--- config.mk ---
export PLATFORM = sky130hd
export DESIGN_NAME = i2c_req_arbiter
export DESIGN_NICKNAME = d
export VERILOG_FILES = /design/src/rtl/i2c_req_arbiter.sv
export SDC_FILE = /design/constraint.sdc
export NUM_CORES = 1
export LEC_CHECK = 0
export BUFFER_PORTS_ARGS = -buffer_cell sky130_fd_sc_hd__clkbuf_2
export CORE_MARGIN = 4
export CORE_UTILIZATION = 54
export CTS_CLUSTER_DIAMETER = 100
export DETAILED_ROUTE_END_ITERATION = 7
export PLACE_DENSITY = 0.85
export SYNTH_ARGS = -nofsm -noshare
export SYNTH_HDL_FRONTEND = slang
export SYNTH_SLANG_ARGS = --single-unit
--- constraint.sdc ---
create_clock -name clk -period 4.6 [get_ports clk]
set_clock_uncertainty 0.1 [all_clocks]
set_input_delay 0.69 -clock clk [delete_from_list [all_inputs] [get_ports clk]]
set_output_delay 0.69 -clock clk [all_outputs]
set_load 0.1 [all_outputs]
--- src/rtl/i2c_req_arbiter.sv ---
// Round-robin arbiter sharing one I2C master among NREQ clients.
// Latches the winner's request, launches the master and reports done/err.
module i2c_req_arbiter #(
    parameter int NREQ        = 4,
    parameter int TIMEOUT_CYC = 65535,
    parameter int TW          = 16
) (
    input  logic              clk,
    input  logic              rst,
    input  logic [NREQ-1:0]   req,
    input  logic [NREQ-1:0]   req_rw,
    input  logic [7*NREQ-1:0] req_addr,
    input  logic [5*NREQ-1:0] req_nbyte,
    output logic [NREQ-1:0]   gnt,
    output logic [NREQ-1:0]   done,
    output logic [NREQ-1:0]   err,
    output logic              m_ena,
    output logic              m_rw,
    output logic [6:0]        m_addr,
    output logic [4:0]        m_n_byte,
    output logic              m_abort,
    input  logic [3:0]        m_state
);

    localparam int IW = (NREQ > 1) ? $clog2(NREQ) : 1;
    localparam logic [IW-1:0] LAST = IW'(NREQ - 1);
    localparam logic [TW-1:0] TMO = TW'(TIMEOUT_CYC);
    localparam logic [3:0] MS_IDLE = 4'd0;
    localparam logic [3:0] MS_STOP = 4'd8;

    typedef enum logic [2:0] {
        S_ARB,
        S_LAUNCH,
        S_BUSY,
        S_STOPW,
        S_FIN,
        S_ABORT
    } state_e;

    state_e          state_q, state_d;
    logic [IW-1:0]   win_q, win_d;
    logic [IW-1:0]   ptr_q, ptr_d;
    logic [TW-1:0]   cnt_q, cnt_d;
    logic            rw_q, rw_d;
    logic [6:0]      addr_q, addr_d;
    logic [4:0]      nb_q, nb_d;

    logic            any_req;
    logic [IW-1:0]   pick;
    logic            rw_sel;
    logic [6:0]      addr_sel;
    logic [4:0]      nb_sel;
    logic [TW-1:0]   cnt_inc;
    logic            tmo;
    logic [IW-1:0]   ptr_inc;
    logic [NREQ-1:0] onehot;

    // Search starts at the rr pointer and wraps past the last client.
    always_comb begin
        int j;
        logic [IW-1:0] idx;
        j       = 0;
        idx     = '0;
        any_req = 1'b0;
        pick    = ptr_q;
        for (int k = 0; k < NREQ; k++) begin
            j = int'(ptr_q) + k;
            if (j >= NREQ) j = j - NREQ;
            idx = IW'(j);
            if (!any_req && req[idx]) begin
                any_req = 1'b1;
                pick    = idx;
            end
        end
    end

    always_comb begin
        rw_sel   = 1'b0;
        addr_sel = '0;
        nb_sel   = '0;
        for (int i = 0; i < NREQ; i++) begin
            if (pick == IW'(i)) begin
                rw_sel   = req_rw[i];
                addr_sel = req_addr[7*i +: 7];
                nb_sel   = req_nbyte[5*i +: 5];
            end
        end
    end

    assign cnt_inc = (cnt_q == '1) ? cnt_q : cnt_q + TW'(1);
    assign tmo     = (cnt_inc == TMO);
    assign ptr_inc = (win_q == LAST) ? '0 : win_q + IW'(1);

    always_comb begin
        state_d = state_q;
        win_d   = win_q;
        ptr_d   = ptr_q;
        cnt_d   = cnt_q;
        rw_d    = rw_q;
        addr_d  = addr_q;
        nb_d    = nb_q;
        unique case (state_q)
            S_ARB: begin
                if (any_req) begin
                    win_d   = pick;
                    rw_d    = rw_sel;
                    addr_d  = addr_sel;
                    nb_d    = nb_sel;
                    cnt_d   = '0;
                    state_d = S_LAUNCH;
                end
            end
            S_LAUNCH: begin
                cnt_d = cnt_inc;
                if (tmo) state_d = S_ABORT;
                else if (m_state != MS_IDLE) state_d = S_BUSY;
            end
            S_BUSY: begin
                cnt_d = cnt_inc;
                if (tmo) state_d = S_ABORT;
                else if (m_state == MS_STOP) state_d = S_STOPW;
            end
            S_STOPW: begin
                cnt_d = cnt_inc;
                if (tmo) state_d = S_ABORT;
                else if (m_state == MS_IDLE) state_d = S_FIN;
            end
            S_FIN, S_ABORT: begin
                ptr_d   = ptr_inc;
                state_d = S_ARB;
            end
            default: state_d = S_ARB;
        endcase
    end

    always_ff @(posedge clk or posedge rst) begin
        if (rst) begin
            state_q <= S_ARB;
            win_q   <= '0;
            ptr_q   <= '0;
            cnt_q   <= '0;
            rw_q    <= 1'b0;
            addr_q  <= '0;
            nb_q    <= '0;
        end else begin
            state_q <= state_d;
            win_q   <= win_d;
            ptr_q   <= ptr_d;
            cnt_q   <= cnt_d;
            rw_q    <= rw_d;
            addr_q  <= addr_d;
            nb_q    <= nb_d;
        end
    end

    // Grant stays with the winner until the FSM is back in ARB.
    assign onehot   = {{(NREQ-1){1'b0}}, 1'b1} << win_q;
    assign gnt      = (state_q != S_ARB) ? onehot : '0;
    assign done     = (state_q == S_FIN) ? onehot : '0;
    assign err      = (state_q == S_ABORT) ? onehot : '0;
    assign m_ena    = (state_q == S_LAUNCH);
    assign m_abort  = (state_q == S_ABORT);
    assign m_rw     = rw_q;
    assign m_addr   = addr_q;
    assign m_n_byte = nb_q;

endmodule

==> impl_metrics.json <==
{
  "run_status": "finished clean",
  "ys_ff_latch": 36,
  "worst_slew_pin_slew_ps": 900.0,
  "wl_um": 6680,
  "dieArea_sq_um": 5862,
  "endpoint": "cnt_q[0]",
  "drtAntennaViolNets": 0,
  "p_switching_mw": 1.089,
  "yosysWarnings": 0,
  "p_sw_frac": 0.5414,
  "place_congestion": 0.9268,
  "cp_max_fo": 13,
  "ios": 89,
  "ys.flop_type": "dfrtp_1",
  "synth_cell_types": 52,
  "htree_levels": 2,
  "dp_hpwl_um": 5176,
  "tns_ps": 0,
  "r2r_slack_ps": 1900,
  "cts.sinks": 36,
  "finalSetupViolations": 0,
  "grt_pass1_wl_um": 10920,
  "synth_cells": 248,
  "ys_async_sr_fraction": 1.000,
  "dp_slack_ps": 1551,
  "final_cell_mix": "clkbuf_2 (88), dfrtp_1 (36), nand2_1 (20), nor2_1 (17), o21ai_0 (17)",
  "cap_violations": 0,
  "cts_tree": "built",
  "grt.total_usage": 0.2275,
  "layout_min_cycle_time_ps": 2700,
  "rsz0062_at_grt": "false",
  "nFillCells": 345,
  "numCtsBuffers": 5,
  "p_per_area_nw_per_um2": 657.3,
  "cts_setup_buffers": 0,
  "cp.required_ps": 4660,
  "internal_power_mw": 0.9225,
  "startpoint_type": "flop",
  "synth-edff-count": 0,
  "drt-wirelength-per-cell_um": 17.44,
  "die_x_um": 76.57,
  "slew_headroom": 0.3965,
  "route.detailed.drc": 0,
  "pwr-share-seq": 0.288,
  "ys_seq_area_frac": 0.3549,
  "antenna_found_initial": 0,
  "cts.path.max_buffers": 2,
  "cts_hold_buf": 0,
  "post_cts_resized": 0,
  "drive_gt1_frac": 0.4018,
  "p_leak_nw": 1.361,
  "hold_class": "input pin to asynchronous set/reset pin",
  "drt_pre_antenna_iters": 4,
  "rows": 24,
  "reg2reg_depth": 6,
  "critPathLaunch": "state_q[0]",
  "slew_viol_final": 0,
  "overflow": 0,
  "synth_nets": 315,
  "path_cells": "nor3_1 -> a21boi_2 -> nor2_1 -> o21bai_1 -> nand2_1 -> o21ai_0",
  "slowest_stage": "a21boi_2",
  "cp-end-kind": "flop",
  "min_period_over_period": 0.5869,
  "reg2reg_to": "cnt_q[0]",
  "grt_pass1_vias": 2304,
  "grt_max_degree": 37,
  "vias_per_cell": 6.225,
  "start_util": 0.5712,
  "diodes": 0,
  "design.core.area_sq_um": 4444,
  "final_common_cell": "clkbuf_2",
  "port_buffers": 88,
  "post-route-util": 0.6886,
  "drt-initial-drc-count": 187,
  "layout.nets": 397,
  "syn_area_per_cell_sq_um": 10.24,
  "clock.fmax_mhz": 370.4,
  "ir_drop_uv": 445.1,
  "clockPowerShare": 0.136,
  "dr_total_vias": 2384,
  "crit_type": "flop to flop",
  "die_h_um": 76.57,
  "cts-root-buf": "clkbuf_8",
  "clk_pin_slew_ps": 70,
  "r2r_start": "state_q[0]",
  "syn_to_final_growth_pct": 20.55,
  "synthesis.area_sq_um": 2539,
  "worst_ep_arrival_time_ps": 2760,
  "critPathMaxStageDelay_ps": 800,
  "setup_ws_ps": 1900,
  "power_frac_comb": 0.576,
  "clk_latency_ps": 290,
  "hold_viol": 0
}
## synth_stat cells, types with 2 or more instances
master,instances,share of area
dfrtp_1,36,0.35
nand2_1,20,0.030
nor2_1,17,0.025
o21ai_0,17,0.034
mux4_2,13,0.12
a21oi_1,11,0.022
and3_1,9,0.022
mux2_4,9,0.053
inv_1,7,0.010
mux2i_1,7,0.028
nand3_1,7,0.014
nor3_1,7,0.014
a211oi_1,6,0.018
and2_1,6,0.015
nand4_1,6,0.015
buf_2,5,0.0099
clkbuf_1,5,0.0074
ha_1,5,0.025
nor2b_1,5,0.012
mux2_2,4,0.018
o22ai_1,4,0.0099
o31ai_1,4,0.012
a311oi_1,3,0.010
a31oi_1,2,0.0049
clkbuf_8,2,0.011
nand3_2,2,0.0079
nor4_1,2,0.0049
nor4_2,2,0.0099
o41ai_1,2,0.0069
## power groups by stage
stage / logic (mW) / registers, mW / clock network [mW]
2_1_floorplan: 0.609 / 0.950 / 0
3_3_place_gp: 1.14 / 0.574 / 0
3_5_place_dp: 1.16 / 0.580 / 0
4_1_cts: 1.16 / 0.575 / 0.280
5_1_grt: 1.22 / 0.601 / 0.296
6_report: 1.16 / 0.580 / 0.274
## metrics by stage
stage          hold WS (ps)  power [mW]  std cells  area, sq um
2_1_floorplan         391.5       1.559        248         2539
3_3_place_gp          391.2       1.709        375         2953
3_5_place_dp          401.5       1.740        375         2953
4_1_cts               386.9       2.016        383         3060
5_1_grt               438.1       2.113        383         3060
6_report              379.6       2.012        383         3060
## how the worst min path moves through the flow
stage / slack, ps / cells past startpoint / startpoint / endpoint
global placement: 390 / 1 / m_n_byte[3] / m_n_byte[3]
finish: 380 / 3 / rst / m_addr[2]
floorplan: 390 / 1 / cnt_q[14] / cnt_q[14]
CTS: 390 / 3 / rst / m_n_byte[4]
detailed placement: 400 / 1 / m_addr[2] / m_addr[2]
global route: 440 / 3 / rst / m_n_byte[4]
## layer usage
layer  wire length [um]  GRT usage  vias up
met1               2775     0.2805     1152
met5                  0          0        -
met2               3298     0.4025      116
met3                524    0.05083       12
met4                 82    0.05616        0
li1                   -          -     1104
## cell type report
| class | instances | area (sq um) | share of cell area |
|---|---|---|---|
| well taps | 52 | 65.06 | 0.02126 |
| inverters | 7 | 26.28 | 0.008585 |
| repair buffers | 90 | 455.4 | 0.1488 |
| clock buffers | 6 | 72.57 | 0.02371 |
| flip-flops and latches | 36 | 900.9 | 0.2944 |
| clock inverters | 2 | 35.03 | 0.01145 |
| multi-input cells | 190 | 1505 | 0.4918 |
## registers in the layout, summed over array words and instances (netlist names)
name      cells
cnt_q        16
m_addr        7
m_n_byte      5
state_q       3
ptr_q         2
win_q         2
m_rw          1
## kinds of logic (layout without fill, tap and decap cells)
family	count (synthesis)	in the layout	synth area share
mux	33	33	0.2139
fa+ha+maj	5	5	0.02464
flops	36	36	0.3549
buf+inv	22	105	0.05372
simple gates	93	93	0.2016
compound gates	59	59	0.1513
## worst max-delay path, delay by kind of cell, from the launching register on
| family | cells | cell delay (ps) |
|---|---|---|
| AO/OA/AOI/OAI | 3 | 1140 |
| flip-flops | 1 | 500 |
| AND/OR/NAND/NOR | 3 | 840 |
No activity file was read; power rests on OpenSTA's default activity.
